`config.mk`:
```
export PLATFORM = sky130hd
export DESIGN_NAME = oneshot_bank_flat
export DESIGN_NICKNAME = d
export VERILOG_FILES = /design/src/rtl/dmd_pkg.sv /design/src/rtl/oneshot_bank_if.sv /design/src/rtl/oneshot_chan.sv /design/src/rtl/oneshot_bank.sv /design/src/flat_wrapper.sv
export SDC_FILE = /design/constraint.sdc
export NUM_CORES = 1
export LEC_CHECK = 0
export ABC_CLOCK_PERIOD_IN_PS = 2200
export BUFFER_PORTS_ARGS = -buffer_cell sky130_fd_sc_hd__buf_2
export CORE_MARGIN = 2
export CORE_UTILIZATION = 53
export DETAILED_ROUTE_END_ITERATION = 16
export PLACE_DENSITY = 0.71
export SYNTH_ARGS = -nofsm -noshare
export SYNTH_HDL_FRONTEND = slang
export SYNTH_SLANG_ARGS = --single-unit
```
`constraint.sdc`:
```
create_clock -name clk -period 2.2 [get_ports clk]
set_input_delay 0.22 -clock clk [delete_from_list [all_inputs] [get_ports clk]]
set_output_delay 0.22 -clock clk [all_outputs]
set_load 0.05 [all_outputs]
```
`src/rtl/dmd_pkg.sv`:
```
// Shared types and constants for the DMD control-line oneshot bank.
// Edge-select codes and the per-channel state encoding.
package dmd_pkg;

    localparam int EDGE_RISE = 0;
    localparam int EDGE_FALL = 1;
    localparam int EDGE_BOTH = 2;

    typedef enum logic [1:0] {
        IDLE    = 2'd0,
        PULSE   = 2'd1,
        HOLDOFF = 2'd2
    } oneshot_state_t;

endpackage

```
`src/rtl/oneshot_bank_if.sv`:
```
// Channel-vector bundle between DMD pins/frame capture and the oneshot bank.
// master drives raw inputs and controls, slave returns conditioned outputs.
interface oneshot_bank_if #(
    parameter int CHANNELS = 4
);
    logic [CHANNELS-1:0] pulse_in;
    logic [CHANNELS-1:0] enable;
    logic [CHANNELS-1:0] clr_missed;
    logic [CHANNELS-1:0] pulse_out;
    logic [CHANNELS-1:0] busy;
    logic [CHANNELS-1:0] missed;

    modport master (
        output pulse_in, enable, clr_missed,
        input  pulse_out, busy, missed
    );

    modport slave (
        input  pulse_in, enable, clr_missed,
        output pulse_out, busy, missed
    );
endinterface

```
`src/rtl/oneshot_chan.sv`:
```
// One conditioning channel: synchroniser, edge detect, pulse/hold-off FSM
// and sticky missed-edge flag.
module oneshot_chan
    import dmd_pkg::*;
#(
    parameter int CNT_W        = 8,
    parameter int PULSE_CLKS   = 4,
    parameter int HOLDOFF_CLKS = 0,
    parameter int EDGE_MODE    = 0,
    parameter int RETRIGGER    = 0
) (
    input  logic clk,
    input  logic reset_n,
    input  logic pulse_in,
    input  logic enable,
    input  logic clr_missed,
    output logic pulse_out,
    output logic busy,
    output logic missed
);

    localparam logic [CNT_W-1:0] PULSE_LOAD = CNT_W'(PULSE_CLKS - 1);
    localparam logic [CNT_W-1:0] HOLD_LOAD  = CNT_W'((HOLDOFF_CLKS > 0) ? HOLDOFF_CLKS - 1 : 0);
    localparam bit HAS_HOLD = (HOLDOFF_CLKS > 0);
    localparam bit RETRIG   = (RETRIGGER != 0);

    // [0],[1] synchroniser, [2] history
    logic [2:0]       sync_q;
    logic [1:0]       prime_q;
    logic [CNT_W-1:0] cnt_q;
    oneshot_state_t   state_q;
    logic             edge_raw;
    logic             strobe;
    logic             discard;

    always_comb begin
        edge_raw = 1'b0;
        case (EDGE_MODE)
            EDGE_RISE: edge_raw = sync_q[1] & ~sync_q[2];
            EDGE_FALL: edge_raw = ~sync_q[1] & sync_q[2];
            default:   edge_raw = sync_q[1] ^ sync_q[2];
        endcase
    end

    // History is only trustworthy once three samples have been taken.
    assign strobe  = edge_raw & (prime_q == 2'd3);
    assign discard = strobe & enable & (state_q != IDLE)
                   & ~((state_q == PULSE) & RETRIG);

    always_ff @(posedge clk or negedge reset_n) begin
        if (!reset_n) begin
            sync_q  <= '0;
            prime_q <= '0;
        end else begin
            sync_q <= {sync_q[1:0], pulse_in};
            if (prime_q != 2'd3)
                prime_q <= prime_q + 2'd1;
        end
    end

    always_ff @(posedge clk or negedge reset_n) begin
        if (!reset_n) begin
            state_q   <= IDLE;
            cnt_q     <= '0;
            pulse_out <= 1'b0;
            busy      <= 1'b0;
        end else if (!enable) begin
            state_q   <= IDLE;
            cnt_q     <= '0;
            pulse_out <= 1'b0;
            busy      <= 1'b0;
        end else begin
            unique case (state_q)
                IDLE: begin
                    if (strobe) begin
                        state_q   <= PULSE;
                        cnt_q     <= PULSE_LOAD;
                        pulse_out <= 1'b1;
                        busy      <= 1'b1;
                    end
                end
                PULSE: begin
                    if (strobe && RETRIG) begin
                        cnt_q <= PULSE_LOAD;
                    end else if (cnt_q == '0) begin
                        pulse_out <= 1'b0;
                        if (HAS_HOLD) begin
                            state_q <= HOLDOFF;
                            cnt_q   <= HOLD_LOAD;
                        end else begin
                            state_q <= IDLE;
                            busy    <= 1'b0;
                        end
                    end else begin
                        cnt_q <= cnt_q - 1'b1;
                    end
                end
                HOLDOFF: begin
                    if (cnt_q == '0) begin
                        state_q <= IDLE;
                        busy    <= 1'b0;
                    end else begin
                        cnt_q <= cnt_q - 1'b1;
                    end
                end
                default: begin
                    state_q   <= IDLE;
                    cnt_q     <= '0;
                    pulse_out <= 1'b0;
                    busy      <= 1'b0;
                end
            endcase
        end
    end

    always_ff @(posedge clk or negedge reset_n) begin
        if (!reset_n)
            missed <= 1'b0;
        else if (discard)
            missed <= 1'b1;
        else if (clr_missed)
            missed <= 1'b0;
    end

endmodule

```
`src/rtl/oneshot_bank.sv`:
```
// Bank of independent DMD control-line oneshots.
// Checks parameters and fans the bundle out to one channel per line.
module oneshot_bank
    import dmd_pkg::*;
#(
    parameter int CHANNELS     = 4,
    parameter int CNT_W        = 8,
    parameter int PULSE_CLKS   = 4,
    parameter int HOLDOFF_CLKS = 0,
    parameter int EDGE_MODE    = 0,
    parameter int RETRIGGER    = 0
) (
    input  logic           clk,
    input  logic           reset_n,
    oneshot_bank_if.slave  bus
);

    localparam int CNT_MAX = (1 << CNT_W) - 1;

    if (CHANNELS < 1) begin : g_bad_chan
        $error("oneshot_bank: CHANNELS must be >= 1");
    end
    if (CNT_W < 1 || CNT_W > 30) begin : g_bad_cnt_w
        $error("oneshot_bank: CNT_W out of range");
    end
    if (PULSE_CLKS < 1 || PULSE_CLKS > CNT_MAX) begin : g_bad_pulse
        $error("oneshot_bank: PULSE_CLKS out of range");
    end
    if (HOLDOFF_CLKS < 0 || HOLDOFF_CLKS > CNT_MAX) begin : g_bad_hold
        $error("oneshot_bank: HOLDOFF_CLKS out of range");
    end
    if (EDGE_MODE < EDGE_RISE || EDGE_MODE > EDGE_BOTH) begin : g_bad_edge
        $error("oneshot_bank: EDGE_MODE must be 0, 1 or 2");
    end
    if (RETRIGGER < 0 || RETRIGGER > 1) begin : g_bad_retrig
        $error("oneshot_bank: RETRIGGER must be 0 or 1");
    end

    logic [CHANNELS-1:0] pulse_vec;
    logic [CHANNELS-1:0] busy_vec;
    logic [CHANNELS-1:0] missed_vec;

    for (genvar i = 0; i < CHANNELS; i++) begin : g_chan
        oneshot_chan #(
            .CNT_W        (CNT_W),
            .PULSE_CLKS   (PULSE_CLKS),
            .HOLDOFF_CLKS (HOLDOFF_CLKS),
            .EDGE_MODE    (EDGE_MODE),
            .RETRIGGER    (RETRIGGER)
        ) u_chan (
            .clk        (clk),
            .reset_n    (reset_n),
            .pulse_in   (bus.pulse_in[i]),
            .enable     (bus.enable[i]),
            .clr_missed (bus.clr_missed[i]),
            .pulse_out  (pulse_vec[i]),
            .busy       (busy_vec[i]),
            .missed     (missed_vec[i])
        );
    end

    assign bus.pulse_out = pulse_vec;
    assign bus.busy      = busy_vec;
    assign bus.missed    = missed_vec;

endmodule

```
`src/flat_wrapper.sv`:
```
// flat-port wrapper written by rule: the top's interface ports become plain ports
module oneshot_bank_flat import dmd_pkg::*;
#(
    parameter int CHANNELS     = 4,
    parameter int CNT_W        = 8,
    parameter int PULSE_CLKS   = 4,
    parameter int HOLDOFF_CLKS = 0,
    parameter int EDGE_MODE    = 0,
    parameter int RETRIGGER    = 0
)
  (clk, reset_n, bus_pulse_in, bus_enable, bus_clr_missed, bus_pulse_out, bus_busy, bus_missed);
  oneshot_bank_if #(.CHANNELS(CHANNELS)) bus_i ();
  input  logic clk;
  input  logic reset_n;
  input wire logic [$bits(bus_i.pulse_in)-1:0] bus_pulse_in;
  input wire logic [$bits(bus_i.enable)-1:0] bus_enable;
  input wire logic [$bits(bus_i.clr_missed)-1:0] bus_clr_missed;
  output wire logic [$bits(bus_i.pulse_out)-1:0] bus_pulse_out;
  output wire logic [$bits(bus_i.busy)-1:0] bus_busy;
  output wire logic [$bits(bus_i.missed)-1:0] bus_missed;
  assign bus_i.pulse_in = bus_pulse_in;
  assign bus_i.enable = bus_enable;
  assign bus_i.clr_missed = bus_clr_missed;
  assign bus_pulse_out = bus_i.pulse_out;
  assign bus_busy = bus_i.busy;
  assign bus_missed = bus_i.missed;
  oneshot_bank #(.CHANNELS(CHANNELS), .CNT_W(CNT_W), .PULSE_CLKS(PULSE_CLKS), .HOLDOFF_CLKS(HOLDOFF_CLKS), .EDGE_MODE(EDGE_MODE), .RETRIGGER(RETRIGGER)) u_core (.clk(clk), .reset_n(reset_n), .bus(bus_i));
endmodule
```
==> run metrics <==
EDFF count, synth=0; Hold Crit Class=input pin to flip-flop; slew margin rel.=57.31%; routed vias=2,380; Detail Route Antenna Nets=0; chip height=81.12 um; Final nets=356; detailed placement HPWL=4056 um; worst path arrival time=2.17 ns; largest net degree at the start of global routing=40; clock root cell=clkbuf_8; Yosys reg bits=64; GR Overflow Total=0; Cells after Synth=301; commonest cells after routing, fill and taps aside=64 x dfrtp_1, 25 x buf_2, 19 x nor2_1, 18 x inv_1, 16 x nand3_1; Multi-input gate area=1385 um^2; maximum vdd drop=521.0 uV; Slowest cell on crit path=nor3b_1; fillers=490; syn avg cell area=10.47 um^2; Hold Startpoint=bus_clr_missed[1]; synthesis warning total=0; CTS tree=yes; Max Cap Violations=0; post-cts sizing count=0; CTS sink count=64; Clock Pin Slew Worst Setup and Hold Paths=0.07 ns; IO Pins=26; sequential cell area fraction in the yosys report=50.81%; Starting Density=54.20%; Lkg Pwr=1.616 nW; R2R Path Start=u_core.g_chan[3].u_chan.cnt_q[0]$_DFFE_PN0P_; Final Setup Violations=0; fin crit period=1.944 ns; setup_tns=0 ns; Hold Buf Count CTS=5; synth unique cells=58; Async S/R FF share, synth=100.0%; initial antenna violation count=0; clk_lat worst skew=0.34 ns; slew of the pin with the lowest slew margin=0.6404 ns; # port buffers=25; WHS=0.06371 ns; PwrDens=1041 nW/um^2; commonest non-fill, non-tap cell in the layout=dfrtp_1; number of diodes=0; DIE AREA=6580 um^2; share of layout cells above drive strength 1=17.21%; gr usage total=19.93%; Syn Nets=325; Reg area=1602 um^2; Worst setup EP type=flip-flop; crit-path cells=inv_1 -> ha_1 -> nor3b_1 -> a21bo_2 -> nand2_1 -> mux2_2; fin. max-slew vios=0; first-pass GRT wire length=9949 um; Clock Skew=0.008749 ns; Core Area=5816 um^2; drt pass-1 iters=4; Synth Cell Area=3152 um^2; crit path from=u_core.g_chan[3].u_chan.cnt_q[0]$_DFFE_PN0P_; outcome=completed; critical path type=flip-flop to flip-flop; Max FO, Critical Path=5; vias per cell=5.777; Routability Congestion=0.8729; Rows=28; Die Width=81.12 um; total CTS buffers=9; unrepaired setup endpoints after global routing=false; Final Cycle Share=88.38%; DRC violations left=0; Synth-to-Final Area Change=13.58%; Worst path max stage delay=0.46 ns; setup bufs post-CTS=0; CTS HTree Levels=3; vias in the first global route=2,180; DRT iter0 DRCs=88; Routed WL per cell=14.45 um; Longest Clk Path Bufs=2; top_reg_cell synth=dfrtp_1; CP required=2.43 ns; Hold Fails Final Rpt=0; fmax=514.3 MHz; CP Launch Type=flip-flop; WL final=5952 um
==> logic make-up (layout without fill, tap and decap cells) <==
family          Yosys count  after routing  synth area share [%]
xor+xnor                  6              6                 1.667
flops                    64             64                 50.81
fa+ha+maj                10             10                 3.970
buf+inv                  32             68                 5.240
mux                       7              7                 2.421
compound gates           67             67                 14.57
simple gates            115            115                 21.32
==> state kept, by name, indices dropped and copies added (netlist names) <==
register and count:
u_core.g_chan.u_chan.state_q 2, u_core.g_chan.u_chan.missed 4, u_core.g_chan.u_chan.busy 2, u_core.g_chan.u_chan.prime_q 8
u_core.g_chan.u_chan.cnt_q 32, u_core.g_chan.u_chan.pulse_out 4, u_core.g_chan.u_chan.sync_q 12
==> Yosys cell counts, drive strengths merged (3+ instances only) <==
library cell / n / area [um^2]
a211oi: 3 / 22.52
a21oi: 15 / 75.07
a31oi: 3 / 18.77
and2: 5 / 31.28
and3: 3 / 18.77
and3b: 3 / 26.28
buf: 12 / 90.09
dfrtp: 64 / 1602
ha: 10 / 125.1
inv: 18 / 67.56
mux2: 5 / 56.30
nand2: 13 / 48.80
nand2b: 3 / 18.77
nand3: 16 / 80.08
nand3b: 5 / 37.54
nand4: 5 / 31.28
nand4b: 3 / 26.28
nor2: 19 / 71.32
nor2b: 3 / 18.77
nor3: 9 / 45.04
nor3b: 3 / 22.52
nor4: 6 / 52.55
o21a: 3 / 22.52
o21ai: 16 / 83.83
o2bb2ai: 4 / 35.03
o31ai: 3 / 22.52
or3: 8 / 50.05
or4: 5 / 41.29
xnor2: 4 / 35.03
==> worst max-delay path: cells and delay by family (launching register included) <==
family,cells,cell delay [ns]
AOI/OAI and AO/OA,1,0.24
adders and majority gates,1,0.20
buffers and inverters,1,0.08
DFF,1,0.41
muxes,1,0.31
and+or+nand+nor,2,0.60
==> worst paths after layout <==
kind / to / slack (ns) / cells after the start
min reg2reg: u_core.g_chan[1].u_chan.sync_q[1]$_DFF_PN0_ / 0.35 / 0
max in group asynchronous: u_core.g_chan[3].u_chan.sync_q[1]$_DFF_PN0_ / 1.17 / 3
min in group asynchronous: u_core.g_chan[0].u_chan.cnt_q[5]$_DFFE_PN0P_ / 0.42 / 2
max reg2reg: u_core.g_chan[3].u_chan.cnt_q[0]$_DFFE_PN0P_ / 0.26 / 6
min: u_core.g_chan[1].u_chan.missed$_DFFE_PN0P_ / 0.06 / 2
max: u_core.g_chan[3].u_chan.cnt_q[0]$_DFFE_PN0P_ / 0.26 / 6
==> routing by layer <==
metal,vias up,global-route usage (%),routed length [um]
li1,1159,-,-
met3,12,4.333,211
met2,55,30.83,2803
met1,1154,26.18,2807
met4,0,10.85,129
met5,-,0,0
==> per-stage QoR <==
| step | utilization (%) | std cells | worst slack, ns | power [mW] | area (um^2) |
|---|---|---|---|---|---|
| global placement | 57.01 | 391 | 0.4107 | 2.571 | 3316 |
| global route | 61.55 | 412 | 0.1227 | 3.953 | 3580 |
| CTS | 61.55 | 412 | 0.3007 | 3.735 | 3580 |
| finish | 61.55 | 412 | 0.2555 | 3.725 | 3580 |
| detailed placement | 57.01 | 391 | 0.3117 | 2.612 | 3316 |
| floorplan | - | 301 | 0.4659 | 2.379 | 3152 |
==> power by group <==
group / total, mW / internal (mW) / switching, mW / leakage (nW)
sequential: 1.54 / 1.34 / 0.192 / 0.801
clock: 1.11 / 0.669 / 0.440 / 0.108
combinational: 1.08 / 0.443 / 0.637 / 0.708
total: 3.73 / 2.46 / 1.27 / 1.62
==> final cells by class <==
class	count	area share, %
Sequential cell	64	44.74
Clock buffer	13	4.159
Clock inverter	3	1.818
Tap cell	75	2.621
Inverter	18	1.887
Multi-Input combinational cell	205	38.69
Timing Repair Buffer	34	6.082
Note: power is estimated with default switching activity, not from simulation.
